`src/rtl/gpc_pipe_acc.sv`:
```
// gpc_pipe_acc: two-stage weighted popcount (columns of weight 1/2/4) feeding
// either a per-beat result or a saturating frame accumulator, behind valid/ready.
module gpc_pipe_acc #(
  parameter int H0    = 7,
  parameter int H1    = 1,
  parameter int H2    = 1,
  parameter int ACC_W = 16
) (
  input  logic                            clk,
  input  logic                            rst,
  input  logic                            in_valid,
  output logic                            in_ready,
  input  logic                            in_last,
  input  logic                            mode,
  input  logic [H0-1:0]                   src0,
  input  logic [((H1 > 0) ? H1 : 1)-1:0]  src1,
  input  logic [((H2 > 0) ? H2 : 1)-1:0]  src2,
  output logic                            out_valid,
  input  logic                            out_ready,
  output logic [ACC_W-1:0]                dst,
  output logic                            acc_ovf
);

  // Handshake: a beat moves on in_valid && in_ready, a result leaves on
  // out_valid && out_ready; both stages advance together only when the output
  // register is empty or being drained, so in_ready is exactly that enable.

  localparam int SUM_W = $clog2(H0 + 2*H1 + 4*H2 + 1);
  localparam int W1    = (H1 > 0) ? H1 : 1;
  localparam int W2    = (H2 > 0) ? H2 : 1;
  localparam int PC_W  = 5;
  localparam logic [ACC_W-1:0] ACC_MAX = '1;

  if (ACC_W < SUM_W) begin : g_bad_acc_w
    $error("gpc_pipe_acc: ACC_W must be at least SUM_W");
  end

  function automatic logic [PC_W-1:0] popcnt16(input logic [15:0] v);
    logic [PC_W-1:0] c;
    c = '0;
    for (int i = 0; i < 16; i++) c = c + PC_W'(v[i]);
    return c;
  endfunction

  logic             w_en;
  logic [15:0]      w_x0, w_x1, w_x2;
  logic [SUM_W-1:0] w_sum;
  logic [ACC_W:0]   w_sum_ext;
  logic [ACC_W:0]   w_acc_full;
  logic             w_new_ovf;
  logic [ACC_W-1:0] w_acc_sat;

  logic             r_s1_valid, r_s1_mode, r_s1_last;
  logic [PC_W-1:0]  r_p0, r_p1, r_p2;
  logic [ACC_W-1:0] r_acc;
  logic             r_ovf_sticky;
  logic             r_out_valid;
  logic [ACC_W-1:0] r_dst;
  logic             r_acc_ovf;

  assign w_en     = !r_out_valid || out_ready;
  assign in_ready = w_en && !rst;

  // Zero-width columns keep a 1-bit stub port that is never counted.
  always_comb begin
    w_x0 = '0;
    w_x1 = '0;
    w_x2 = '0;
    w_x0[H0-1:0] = src0;
    if (H1 > 0) w_x1[W1-1:0] = src1;
    if (H2 > 0) w_x2[W2-1:0] = src2;
  end

  assign w_sum      = SUM_W'(r_p0) + SUM_W'({r_p1, 1'b0}) + SUM_W'({r_p2, 2'b0});
  assign w_sum_ext  = (ACC_W + 1)'(w_sum);
  assign w_acc_full = {1'b0, r_acc} + w_sum_ext;
  // acc <= max and sum < 2^ACC_W, so the carry bit alone marks overflow.
  assign w_new_ovf  = w_acc_full[ACC_W];
  assign w_acc_sat  = w_new_ovf ? ACC_MAX : w_acc_full[ACC_W-1:0];

  always_ff @(posedge clk) begin
    if (rst) begin
      r_s1_valid <= 1'b0;
      r_s1_mode  <= 1'b0;
      r_s1_last  <= 1'b0;
      r_p0       <= '0;
      r_p1       <= '0;
      r_p2       <= '0;
    end else if (w_en) begin
      r_s1_valid <= in_valid;
      r_s1_mode  <= mode;
      r_s1_last  <= in_last;
      r_p0       <= popcnt16(w_x0);
      r_p1       <= popcnt16(w_x1);
      r_p2       <= popcnt16(w_x2);
    end
  end

  always_ff @(posedge clk) begin
    if (rst) begin
      r_out_valid  <= 1'b0;
      r_dst        <= '0;
      r_acc_ovf    <= 1'b0;
      r_acc        <= '0;
      r_ovf_sticky <= 1'b0;
    end else if (w_en) begin
      r_out_valid <= 1'b0;
      if (r_s1_valid) begin
        if (!r_s1_mode) begin
          r_out_valid <= 1'b1;
          r_dst       <= w_sum_ext[ACC_W-1:0];
          r_acc_ovf   <= 1'b0;
        end else if (r_s1_last) begin
          r_out_valid  <= 1'b1;
          r_dst        <= w_acc_sat;
          r_acc_ovf    <= r_ovf_sticky | w_new_ovf;
          r_acc        <= '0;
          r_ovf_sticky <= 1'b0;
        end else begin
          r_acc        <= w_acc_sat;
          r_ovf_sticky <= r_ovf_sticky | w_new_ovf;
        end
      end
    end
  end

  assign out_valid = r_out_valid;
  assign dst       = r_dst;
  assign acc_ovf   = r_acc_ovf;

endmodule
```
`config.mk`:
```
export PLATFORM = sky130hd
export DESIGN_NAME = gpc_pipe_acc
export DESIGN_NICKNAME = d
export VERILOG_FILES = /design/src/rtl/gpc_pipe_acc.sv
export SDC_FILE = /design/constraint.sdc
export NUM_CORES = 1
export LEC_CHECK = 0
export BUFFER_PORTS_ARGS = -buffer_cell sky130_fd_sc_hd__buf_2
export CAP_MARGIN = 20
export CORE_MARGIN = 3
export CORE_UTILIZATION = 50
export DETAILED_ROUTE_END_ITERATION = 16
export PLACE_DENSITY_LB_ADDON = 0.05
export SETUP_SLACK_MARGIN = 0.02
export SLEW_MARGIN = 0
export SYNTH_ARGS = -nofsm -noshare
export SYNTH_HDL_FRONTEND = slang
export SYNTH_SLANG_ARGS = --single-unit
```
`constraint.sdc`:
```
create_clock -name clk -period 5.3 [get_ports clk]
set_clock_uncertainty 0.05 [all_clocks]
set_input_delay 0.265 -clock clk [delete_from_list [all_inputs] [get_ports clk]]
set_output_delay 0.265 -clock clk [all_outputs]
set_load 0.1 [all_outputs]
```
==> flow_results.xml, run 1 <==
<?xml version="1.0" encoding="UTF-8"?>
<metrics>
  <group name="finish">
    <metric name="sequential_cell_area" unit="um2">860.8</metric>
    <metric name="finish.net_count" unit="">324</metric>
    <metric name="layout_common_cells" unit="">dfxtp_1, nand2_1, buf_2</metric>
    <metric name="proportion_of_layout_cells_with_a_drive_suffix_above_1" unit="">0.1639</metric>
    <metric name="synthToLayoutAreaGrowth" unit="%">12.31</metric>
    <metric name="antennaDiodeCount" unit="">0</metric>
    <metric name="final_common_cell" unit="">dfxtp_1</metric>
    <metric name="multiInputGateArea" unit="um2">1315</metric>
    <metric name="nFillCells" unit="">389</metric>
  </group>
  <group name="cts">
    <metric name="cts_tree" unit="">yes</metric>
    <metric name="clock-root-buffer" unit="">clkbuf_8</metric>
    <metric name="clk_transition_reported_paths" unit="ns">0.08</metric>
    <metric name="clkLatencyLatePin" unit="ns">0.29</metric>
    <metric name="cts.hold.buffers_added" unit="">0</metric>
    <metric name="post_cts_setup_bufs" unit="">0</metric>
    <metric name="numClockSinks" unit="">43</metric>
    <metric name="maximum_root_to_sink_buffer_count" unit="">2</metric>
    <metric name="numCtsBuffers" unit="">5</metric>
    <metric name="cts.repair.resized" unit="">0</metric>
    <metric name="htree_num_levels" unit="">2</metric>
  </group>
  <group name="synthesis">
    <metric name="ys_seq_elements" unit="">43</metric>
    <metric name="synth_area" unit="um2">2276</metric>
    <metric name="synth.yosys.seq_area_share" unit="">0.3782</metric>
    <metric name="async_reset_ff_frac" unit="">0</metric>
    <metric name="syn_inst" unit="">269</metric>
    <metric name="synth_top_family_by_area" unit="">compound AO/OA/AOI/OAI gates</metric>
    <metric name="postSynthNetCount" unit="">295</metric>
    <metric name="synthSimpleGateAreaFrac" unit="">0.2183</metric>
    <metric name="synth.largest_area_cell" unit="">dfxtp_1</metric>
    <metric name="yosysWarnings" unit="">0</metric>
    <metric name="synthXorXnorAreaFrac" unit="">0.02309</metric>
    <metric name="area_fraction_in_compound_gates_after_synthesis" unit="">0.2408</metric>
    <metric name="synth-edff-count" unit="">0</metric>
    <metric name="synth.distinct_cells" unit="">45</metric>
    <metric name="synth.top_cells.by_area" unit="">dfxtp_1, a21oi_1, nand2_1, fa_1, o21ai_0</metric>
    <metric name="muxShareOfSynthArea" unit="">0.01319</metric>
    <metric name="synth_top_area_share" unit="">0.3782</metric>
    <metric name="post_synth_fa_ha_maj_area_fraction" unit="">0.08026</metric>
    <metric name="ys_dominant_reg_cell" unit="">dfxtp_1</metric>
    <metric name="syn_area_per_cell" unit="um2">8.461</metric>
  </group>
  <group name="timing">
    <metric name="max_slew_margin" unit="">0.3694</metric>
    <metric name="final_setup_violation_count" unit="">0</metric>
    <metric name="grt_setup_unrepaired" unit="">false</metric>
    <metric name="fmax" unit="MHz">351.3</metric>
    <metric name="timing.final.crit_period" unit="ns">2.846</metric>
    <metric name="max_slew.worst_pin.slew" unit="ns">0.9407</metric>
    <metric name="finalCritPeriodShare" unit="">0.5370</metric>
    <metric name="final-hold-violation-count" unit="">0</metric>
    <metric name="final.setup.worst_slack" unit="ns">2.454</metric>
    <metric name="totalNegativeSetupSlack" unit="ns">0</metric>
    <metric name="finalMaxSlewViolations" unit="">0</metric>
  </group>
  <group name="drt">
    <metric name="average_via_count_per_standard_cell" unit="">5.702</metric>
    <metric name="met2WireLength" unit="um">2126</metric>
    <metric name="route.layer.met1.wl" unit="um">2715</metric>
    <metric name="firstDrtPassIters" unit="">4</metric>
    <metric name="drcViolationCount" unit="">0</metric>
    <metric name="top_signal_layer_used" unit="">met4</metric>
    <metric name="post_drt_wl_per_cell" unit="um">14.99</metric>
    <metric name="vias" unit="">1990</metric>
    <metric name="wl_met3" unit="um">332</metric>
    <metric name="initial_drc_count" unit="">176</metric>
    <metric name="ant_nets" unit="">0</metric>
    <metric name="totalWireLength" unit="um">5233</metric>
  </group>
  <group name="global_route">
    <metric name="grt_pass1_wl" unit="um">8921</metric>
    <metric name="largest_net_degree_at_the_start_of_global_routing" unit="">25</metric>
    <metric name="grt_util_all_layers" unit="">0.2123</metric>
    <metric name="via_count_of_the_first_global_routing_pass" unit="">1805</metric>
    <metric name="grt.overflow.total" unit="">0</metric>
    <metric name="number_of_antenna_violations_at_the_first_check_in_global_routing" unit="">0</metric>
  </group>
  <group name="power">
    <metric name="leakage" unit="nW">1.070</metric>
    <metric name="vdd_drop_max" unit="mV">0.1520</metric>
    <metric name="power.density_cell_area" unit="nW/um2">260.3</metric>
  </group>
  <group name="die">
    <metric name="die_width" unit="um">73.47</metric>
    <metric name="design.core.area" unit="um2">4202</metric>
    <metric name="die_height" unit="um">73.47</metric>
    <metric name="die_area" unit="um2">5397</metric>
    <metric name="placement_rows" unit="">23</metric>
    <metric name="start_util" unit="">0.5417</metric>
    <metric name="boundaryPins" unit="">34</metric>
  </group>
  <group name="placement">
    <metric name="detailedPlacementHpwl" unit="um">3830</metric>
    <metric name="place_ws" unit="ns">2.481</metric>
    <metric name="placer_congestion_estimate" unit="">0.8959</metric>
    <metric name="port-buffer-count" unit="">33</metric>
  </group>
  <group name="worst_setup_path">
    <metric name="worst-endpoint-arrival" unit="ns">3.04</metric>
    <metric name="endpoint_kind" unit="">flip-flop</metric>
    <metric name="critical_path.startpoint_type" unit="">flip-flop</metric>
    <metric name="timing.critical_path.fanout_max" unit="">10</metric>
    <metric name="critical_path_class" unit="">reg -&gt; reg</metric>
    <metric name="worstPathRequired" unit="ns">5.49</metric>
  </group>
  <group name="hold_path">
    <metric name="hold_path.class" unit="">in -&gt; reg</metric>
  </group>
  <group name="run_status">
    <metric name="result_of_the_run" unit="">complete, no violations</metric>
  </group>
  <group name="flow_run">
    <metric name="cap_violations" unit="">0</metric>
  </group>
</metrics>
kinds of logic after synthesis:
logic type	count (synthesis)
adders and majority gates	11
AOI/OAI and AO/OA	88
and+or+nand+nor	95
buffers and inverters	23
muxes	3
xor gates and xnor gates	6
DFF	43
area by class of cell:
cell class / count / area share
flip-flops and latches: 43 / 0.3368
multi-input cells: 203 / 0.5144
well taps: 50 / 0.02447
repair buffers: 35 / 0.07048
inverters: 10 / 0.01468
clock buffers: 8 / 0.03916
stage by stage:
stage	total power, W	instance area [um2]	hold slack [ns]	std cells	util
floorplan	0.0004170	2276	0.3555	269	-
global placement	0.0004411	2456	0.3707	341	0.5846
detailed placement	0.0004423	2456	0.3809	341	0.5846
CTS	0.0006698	2556	0.1499	349	0.6084
global route	0.0006959	2556	0.1458	349	0.6084
finish	0.0006655	2556	0.1579	349	0.6084
metal layers:
metal  global-route usage  vias to the layer above
met5                    0                        -
met1               0.3401                      906
met4              0.06640                        0
li1                     -                     1018
met2               0.2884                       60
met3              0.02873                        6
path summary, 6_finish.rpt:
path,cells past startpoint,slack (ns),endpoint,from
min,3,0.16,r_p1[0]$_SDFFE_PP0N_,src1
max reg2reg,8,2.45,dst[6]$_SDFFE_PP0P_,r_p0[1]$_SDFFE_PP0N_
min reg2reg,2,0.40,dst[4]$_SDFFE_PP0P_,dst[4]$_SDFFE_PP0P_
max,8,2.45,dst[6]$_SDFFE_PP0P_,r_p0[1]$_SDFFE_PP0N_
synthesized netlist by cell type, drive strengths merged (4+ instances only):
master	number
ha	5
nor2	16
nand3	9
clkbuf	7
buf	6
a21o	4
inv	10
o22ai	5
fa	6
nand2b	8
a211oi	7
nor3	7
dfxtp	43
xnor2	6
a22o	7
a21oi	31
a31oi	4
o21ai	22
nand2	33
and3	5
worst max-delay path, cell delays in order (launching register included):
cell	delay, ns
dfxtp_1	0.33
ha_1	0.20
fa_1	0.46
ha_1	0.38
nand2b_1	0.15
a211oi_4	0.40
nand3_1	0.40
o21ai_0	0.26
a22o_1	0.17
report_power, final:
part / total [W] / switching [W] / internal (W)
Combinational: 0.0000949 / 0.0000634 / 0.0000315
Sequential: 0.000340 / 0.00000768 / 0.000332
Clock: 0.000231 / 0.000112 / 0.000119
No activity file was read; power rests on OpenSTA's default activity.
==> inputs of run 2 (changes only) <==
ABC_AREA = 1   (was default)
clock period = 2.9 ns   (was 5.3 ns; I/O delays follow)
==> flow_results.xml, run 2 <==
<?xml version="1.0" encoding="UTF-8"?>
<metrics>
  <group name="synthesis">
    <metric name="synth.yosys.seq_area_share" unit="">0.3512</metric>
    <metric name="yosysWarnings" unit="">0</metric>
    <metric name="async_reset_ff_frac" unit="">0</metric>
    <metric name="synth.top_cells.by_area" unit="">dfxtp_1, nand2_1, a21oi_2, inv_1, a21oi_1</metric>
    <metric name="ys_seq_elements" unit="">43</metric>
    <metric name="postSynthNetCount" unit="">366</metric>
    <metric name="syn_inst" unit="">340</metric>
    <metric name="synth_top_area_share" unit="">0.3512</metric>
    <metric name="most_instantiated_cells_after_synthesis" unit="">nand2_1, dfxtp_1, inv_1</metric>
    <metric name="syn_area_per_cell" unit="um2">7.209</metric>
    <metric name="most_common_cell_in_the_netlist" unit="">nand2_1</metric>
    <metric name="synth_area" unit="um2">2451</metric>
    <metric name="synth.largest_area_cell" unit="">dfxtp_1</metric>
    <metric name="synth-edff-count" unit="">0</metric>
    <metric name="ys_dominant_reg_cell" unit="">dfxtp_1</metric>
    <metric name="synth.distinct_cells" unit="">28</metric>
  </group>
  <group name="timing">
    <metric name="timing.final.crit_period" unit="ns">2.535</metric>
    <metric name="final-hold-violation-count" unit="">0</metric>
    <metric name="fmax" unit="MHz">394.6</metric>
    <metric name="max_slew.worst_pin.slew" unit="ns">0.5597</metric>
    <metric name="final_setup_violation_count" unit="">0</metric>
    <metric name="max_slew_margin" unit="">0.6265</metric>
    <metric name="totalNegativeSetupSlack" unit="ns">0</metric>
    <metric name="timing.hold.ws" unit="ns">0.04532</metric>
    <metric name="grt_setup_unrepaired" unit="">false</metric>
    <metric name="finalCritPeriodShare" unit="">0.8740</metric>
    <metric name="final.setup.worst_slack" unit="ns">0.3655</metric>
    <metric name="finalMaxSlewViolations" unit="">0</metric>
  </group>
  <group name="global_route">
    <metric name="largest_net_degree_at_the_start_of_global_routing" unit="">33</metric>
    <metric name="grt_util_all_layers" unit="">0.2044</metric>
    <metric name="number_of_antenna_violations_at_the_first_check_in_global_routing" unit="">0</metric>
    <metric name="met2_usage" unit="">0.3014</metric>
    <metric name="grt_peak_use_layer" unit="">met1</metric>
    <metric name="grt.overflow.total" unit="">0</metric>
    <metric name="grtUsageMet1" unit="">0.3024</metric>
    <metric name="grt_pass1_wl" unit="um">9749</metric>
    <metric name="grt_use_met3" unit="">0.04137</metric>
    <metric name="via_count_of_the_first_global_routing_pass" unit="">2126</metric>
  </group>
  <group name="finish">
    <metric name="finish.net_count" unit="">398</metric>
    <metric name="nFillCells" unit="">435</metric>
    <metric name="layout_common_cells" unit="">nand2_1, dfxtp_1, inv_1</metric>
    <metric name="synthToLayoutAreaGrowth" unit="%">12.91</metric>
    <metric name="antennaDiodeCount" unit="">0</metric>
    <metric name="proportion_of_layout_cells_with_a_drive_suffix_above_1" unit="">0.2306</metric>
    <metric name="final_common_cell" unit="">nand2_1</metric>
  </group>
  <group name="cts">
    <metric name="cts.hold.buffers_added" unit="">0</metric>
    <metric name="clk_transition_reported_paths" unit="ns">0.08</metric>
    <metric name="htree_num_levels" unit="">2</metric>
    <metric name="cts.repair.resized" unit="">0</metric>
    <metric name="cts_tree" unit="">yes</metric>
    <metric name="numCtsBuffers" unit="">5</metric>
    <metric name="clock-root-buffer" unit="">clkbuf_8</metric>
    <metric name="clkLatencyLatePin" unit="ns">0.29</metric>
    <metric name="maximum_root_to_sink_buffer_count" unit="">2</metric>
    <metric name="post_cts_setup_bufs" unit="">0</metric>
    <metric name="numClockSinks" unit="">43</metric>
  </group>
  <group name="placement">
    <metric name="detailedPlacementHpwl" unit="um">4198</metric>
    <metric name="placer_congestion_estimate" unit="">0.8893</metric>
    <metric name="port-buffer-count" unit="">33</metric>
    <metric name="place_ws" unit="ns">0.3478</metric>
  </group>
  <group name="die">
    <metric name="boundaryPins" unit="">34</metric>
    <metric name="die_area" unit="um2">5778</metric>
    <metric name="die_height" unit="um">76.02</metric>
    <metric name="placement_rows" unit="">24</metric>
    <metric name="start_util" unit="">0.5406</metric>
    <metric name="design.core.area" unit="um2">4534</metric>
    <metric name="die_width" unit="um">76.02</metric>
  </group>
  <group name="flow_run">
    <metric name="cap_violations" unit="">0</metric>
  </group>
  <group name="drt">
    <metric name="average_via_count_per_standard_cell" unit="">4.979</metric>
    <metric name="drcViolationCount" unit="">0</metric>
    <metric name="post_drt_wl_per_cell" unit="um">12.69</metric>
    <metric name="initial_drc_count" unit="">152</metric>
    <metric name="totalWireLength" unit="um">5557</metric>
    <metric name="firstDrtPassIters" unit="">4</metric>
    <metric name="ant_nets" unit="">0</metric>
    <metric name="vias" unit="">2181</metric>
  </group>
  <group name="worst_setup_path">
    <metric name="endpoint_kind" unit="">flip-flop</metric>
    <metric name="worstPathRequired" unit="ns">3.08</metric>
    <metric name="timing.critical_path.fanout_max" unit="">11</metric>
    <metric name="worst-endpoint-arrival" unit="ns">2.71</metric>
    <metric name="critical_path.startpoint_type" unit="">flip-flop</metric>
    <metric name="critical_path_class" unit="">reg -&gt; reg</metric>
  </group>
  <group name="run_status">
    <metric name="result_of_the_run" unit="">complete, no violations</metric>
  </group>
  <group name="power">
    <metric name="vdd_drop_max" unit="mV">0.2837</metric>
    <metric name="finalPower" unit="W">0.001315</metric>
    <metric name="leakage" unit="nW">1.226</metric>
    <metric name="power.density_cell_area" unit="nW/um2">475.2</metric>
  </group>
  <group name="hold_path">
    <metric name="hold_path.class" unit="">in -&gt; reg</metric>
  </group>
</metrics>
[run 2: changes by cell type after synthesis, moves of 6 or more]
| cell | delta |
|---|---|
| a211oi_1 | -6 |
| a21oi_1 | -6 |
| a21oi_2 | +17 |
| a22o_1 | -7 |
| inv_1 | +24 |
| nand2_1 | +69 |
| nand2b_1 | -8 |
| nand3_1 | +14 |
| nand3_2 | +8 |
| nor2_1 | +10 |
| nor3_1 | -6 |
| o21ai_0 | -6 |
[run 2: cells by family (layout without fill, tap and decap cells)]
logic type | after synthesis | in the layout | share of synthesized area
AND/OR/NAND/NOR | 177 | 177 | 0.3354
XOR/XNOR | 3 | 3 | 0.01072
flip-flops | 43 | 43 | 0.3512
adder cells (fa/ha/maj) | 11 | 11 | 0.07453
AO/OA/AOI/OAI | 58 | 58 | 0.1445
buffers and inverters | 48 | 81 | 0.08371
[run 2: metal layers]
metal  share of wire  vias up
met1            0.54      984
li1                -     1144
met5               0        -
met3           0.043        7
met2            0.40       46
met4           0.013        0
[run 2: power by group]
group	total (W)	switching [W]	internal (W)
Sequential	0.000626	0.0000161	0.000610
Combinational	0.000212	0.000152	0.0000602
Clock	0.000478	0.000199	0.000279
[run 2: worst paths after layout]
check	from	end	slack, ns	depth (start not counted)
min	in_valid	r_s1_valid$_SDFFE_PP0N_	0.05	3
max reg2reg	r_p0[1]$_SDFFE_PP0N_	dst[2]$_SDFFE_PP0P_	0.37	11
max	r_p0[1]$_SDFFE_PP0N_	dst[2]$_SDFFE_PP0P_	0.37	11
min reg2reg	dst[7]$_SDFFE_PP0P_	dst[7]$_SDFFE_PP0P_	0.42	2
[run 2: worst max-delay path: stages, from the launching register on]
cell,delay (ns)
dfxtp_1,0.32
ha_1,0.20
fa_1,0.45
ha_1,0.39
nand3_2,0.10
nand2_2,0.14
nand2_4,0.09
nor2_4,0.10
nand2_2,0.21
o21ai_0,0.20
nand2_1,0.08
a21oi_1,0.12
[run 2: per-stage QoR]
step,std cells,instance area (um2),util
after global placement,430,2650,0.5844
after CTS,438,2768,0.6104
after global routing,438,2768,0.6104
after detailed placement,430,2650,0.5844
final,438,2768,0.6104
after floorplan,340,2451,-
[run 2: layout make-up]
type	instances	area [um2]	area share
Timing Repair Buffer	35	180.2	0.06510
Clock inverter	2	35.03	0.01266
Multi-Input combinational cell	249	1385	0.5005
Clock buffer	6	82.58	0.02984
Sequential cell	43	860.8	0.3110
Tap cell	65	81.33	0.02939
Inverter	38	142.6	0.05154
==> inputs of run 3 (changes only) <==
clock period = 2.4 ns   (was 2.9 ns; I/O delays follow)
==> flow_results.xml, run 3 (same netlist as run 2, synthesis figures left out) <==
<?xml version="1.0" encoding="UTF-8"?>
<metrics>
  <group name="drt">
    <metric name="post_drt_wl_per_cell" unit="um">13.05</metric>
    <metric name="totalWireLength" unit="um">5808</metric>
    <metric name="initial_drc_count" unit="">235</metric>
    <metric name="vias" unit="">2281</metric>
    <metric name="ant_nets" unit="">0</metric>
    <metric name="firstDrtPassIters" unit="">4</metric>
    <metric name="drcViolationCount" unit="">0</metric>
    <metric name="average_via_count_per_standard_cell" unit="">5.126</metric>
  </group>
  <group name="cts">
    <metric name="clkLatencyLatePin" unit="ns">0.29</metric>
    <metric name="clk_transition_reported_paths" unit="ns">0.09</metric>
    <metric name="post_cts_setup_bufs" unit="">0</metric>
    <metric name="cts.hold.buffers_added" unit="">0</metric>
    <metric name="maximum_root_to_sink_buffer_count" unit="">2</metric>
    <metric name="numClockSinks" unit="">43</metric>
    <metric name="numCtsBuffers" unit="">5</metric>
    <metric name="cts_tree" unit="">yes</metric>
    <metric name="clock-root-buffer" unit="">clkbuf_8</metric>
    <metric name="htree_num_levels" unit="">2</metric>
  </group>
  <group name="global_route">
    <metric name="largest_net_degree_at_the_start_of_global_routing" unit="">32</metric>
    <metric name="grt.overflow.total" unit="">0</metric>
    <metric name="grt_pass1_wl" unit="um">9749</metric>
    <metric name="via_count_of_the_first_global_routing_pass" unit="">2093</metric>
    <metric name="number_of_antenna_violations_at_the_first_check_in_global_routing" unit="">0</metric>
    <metric name="grt_util_all_layers" unit="">0.2039</metric>
  </group>
  <group name="worst_setup_path">
    <metric name="rr_worst_depth" unit="">11</metric>
    <metric name="timing.critical_path.fanout_max" unit="">4</metric>
    <metric name="critical_path_class" unit="">reg -&gt; reg</metric>
    <metric name="critical_path.startpoint_type" unit="">flip-flop</metric>
    <metric name="worstPathRequired" unit="ns">2.53</metric>
    <metric name="worst-endpoint-arrival" unit="ns">2.47</metric>
    <metric name="r2r_start" unit="">r_p1[0]$_SDFFE_PP0N_</metric>
    <metric name="setup.reg_to_reg.worst_slack" unit="ns">0.06</metric>
    <metric name="endpoint_kind" unit="">flip-flop</metric>
    <metric name="r2r-end" unit="">dst[8]$_SDFFE_PP0P_</metric>
  </group>
  <group name="die">
    <metric name="die_width" unit="um">76.02</metric>
    <metric name="die_height" unit="um">76.02</metric>
    <metric name="start_util" unit="">0.5406</metric>
    <metric name="placement_rows" unit="">24</metric>
    <metric name="boundaryPins" unit="">34</metric>
    <metric name="design.core.area" unit="um2">4534</metric>
    <metric name="die_area" unit="um2">5778</metric>
  </group>
  <group name="finish">
    <metric name="finish.net_count" unit="">405</metric>
    <metric name="antennaDiodeCount" unit="">0</metric>
    <metric name="final_common_cell" unit="">nand2_1</metric>
    <metric name="multiInputGateArea" unit="um2">1494</metric>
    <metric name="postLayoutCoreUtil" unit="">0.6385</metric>
    <metric name="nFillCells" unit="">435</metric>
    <metric name="sequential_cell_area" unit="um2">863.3</metric>
    <metric name="synthToLayoutAreaGrowth" unit="%">18.12</metric>
    <metric name="layout_common_cells" unit="">nand2_1, dfxtp_1, buf_2</metric>
    <metric name="proportion_of_layout_cells_with_a_drive_suffix_above_1" unit="">0.2947</metric>
  </group>
  <group name="timing">
    <metric name="grt_setup_unrepaired" unit="">true</metric>
    <metric name="max_slew.worst_pin.slew" unit="ns">0.5999</metric>
    <metric name="timing.final.crit_period" unit="ns">2.344</metric>
    <metric name="finalMaxSlewViolations" unit="">0</metric>
    <metric name="finalCritPeriodShare" unit="">0.9768</metric>
    <metric name="max_slew_margin" unit="">0.5997</metric>
    <metric name="final_setup_violation_count" unit="">0</metric>
    <metric name="fmax" unit="MHz">426.6</metric>
    <metric name="timing.hold.ws" unit="ns">0.02219</metric>
    <metric name="final-hold-violation-count" unit="">0</metric>
  </group>
  <group name="flow_run">
    <metric name="cap_violations" unit="">0</metric>
  </group>
  <group name="power">
    <metric name="leakage" unit="nW">1.243</metric>
    <metric name="finalPower" unit="W">0.001522</metric>
    <metric name="vdd_drop_max" unit="mV">0.3966</metric>
    <metric name="power.density_cell_area" unit="nW/um2">525.8</metric>
  </group>
  <group name="placement">
    <metric name="port-buffer-count" unit="">33</metric>
    <metric name="placer_congestion_estimate" unit="">0.9178</metric>
    <metric name="detailedPlacementHpwl" unit="um">4117</metric>
  </group>
  <group name="hold_path">
    <metric name="hold_path_startpoint" unit="">in_last</metric>
    <metric name="hold_path.class" unit="">in -&gt; reg</metric>
    <metric name="hold_path_depth" unit="">3</metric>
    <metric name="timing.hold.worst_endpoint" unit="">r_s1_last$_SDFFE_PP0N_</metric>
  </group>
  <group name="run_status">
    <metric name="result_of_the_run" unit="">complete, no violations</metric>
  </group>
</metrics>
==> run 3: final cells by class <==
cell class,count,area share
sequential,43,0.2982
tap,65,0.02809
timing repair buffer,41,0.07779
clock buffer,5,0.02377
inverter,38,0.04927
clock inverter,3,0.006914
multi-input combinational,250,0.5160
==> run 3: how the worst max path moves through the flow <==
stage,start,to,cells past startpoint
after global routing,r_p1[0]$_SDFFE_PP0N_,dst[8]$_SDFFE_PP0P_,11
after CTS,r_p0[1]$_SDFFE_PP0N_,dst[10]$_SDFFE_PP0P_,10
after detailed placement,r_p0[1]$_SDFFE_PP0N_,r_acc[2]$_SDFFE_PP0P_,11
final,r_p1[0]$_SDFFE_PP0N_,dst[8]$_SDFFE_PP0P_,11
after floorplan,out_valid$_SDFFE_PP0N_,in_ready,3
after global placement,r_p0[1]$_SDFFE_PP0N_,r_acc[2]$_SDFFE_PP0P_,11
==> run 3: critical path, stage by stage, from the launching register on <==
cell and delay [ns]:
dfxtp_2 0.34, ha_4 0.16, fa_2 0.49, ha_4 0.30, nand3_2 0.07, nand2_2 0.10
nand2_4 0.07, buf_4 0.15, o21ai_0 0.22, nand3_2 0.11, nand2_1 0.11, a21oi_2 0.05
==> run 3: what timing repair did <==
item,CTS,global route
setup endpoints to repair,6,29
resized for setup,2,23
gates cloned,0,1
pin swaps,0,8
==> run 3: report_power, final <==
part / leakage [nW] / internal [W] / total, W / switching [W]
combinational: 0.853 / 0.000100 / 0.000299 / 0.000198
clock: 0.0402 / 0.000203 / 0.000464 / 0.000262
sequential: 0.350 / 0.000738 / 0.000759 / 0.0000214
total: 1.24 / 0.00104 / 0.00152 / 0.000481
==> run 3: per-layer routing <==
metal	track usage	routed length (um)
met1	0.3076	2939
met2	0.2952	2448
met3	0.03546	327
met4	0.06341	93
met5	0	0
==> run 3: stage by stage <==
stage	area, um2	std cells	TNS (ns)	worst slack, ns
2_1_floorplan	2451	340	0	0.05184
3_3_place_gp	2695	436	0	0.02096
3_5_place_dp	2695	436	-0.03039	-0.02511
4_1_cts	2801	444	0	0.03599
5_1_grt	2895	445	-0.03069	-0.01429
6_report	2895	445	0	0.05574
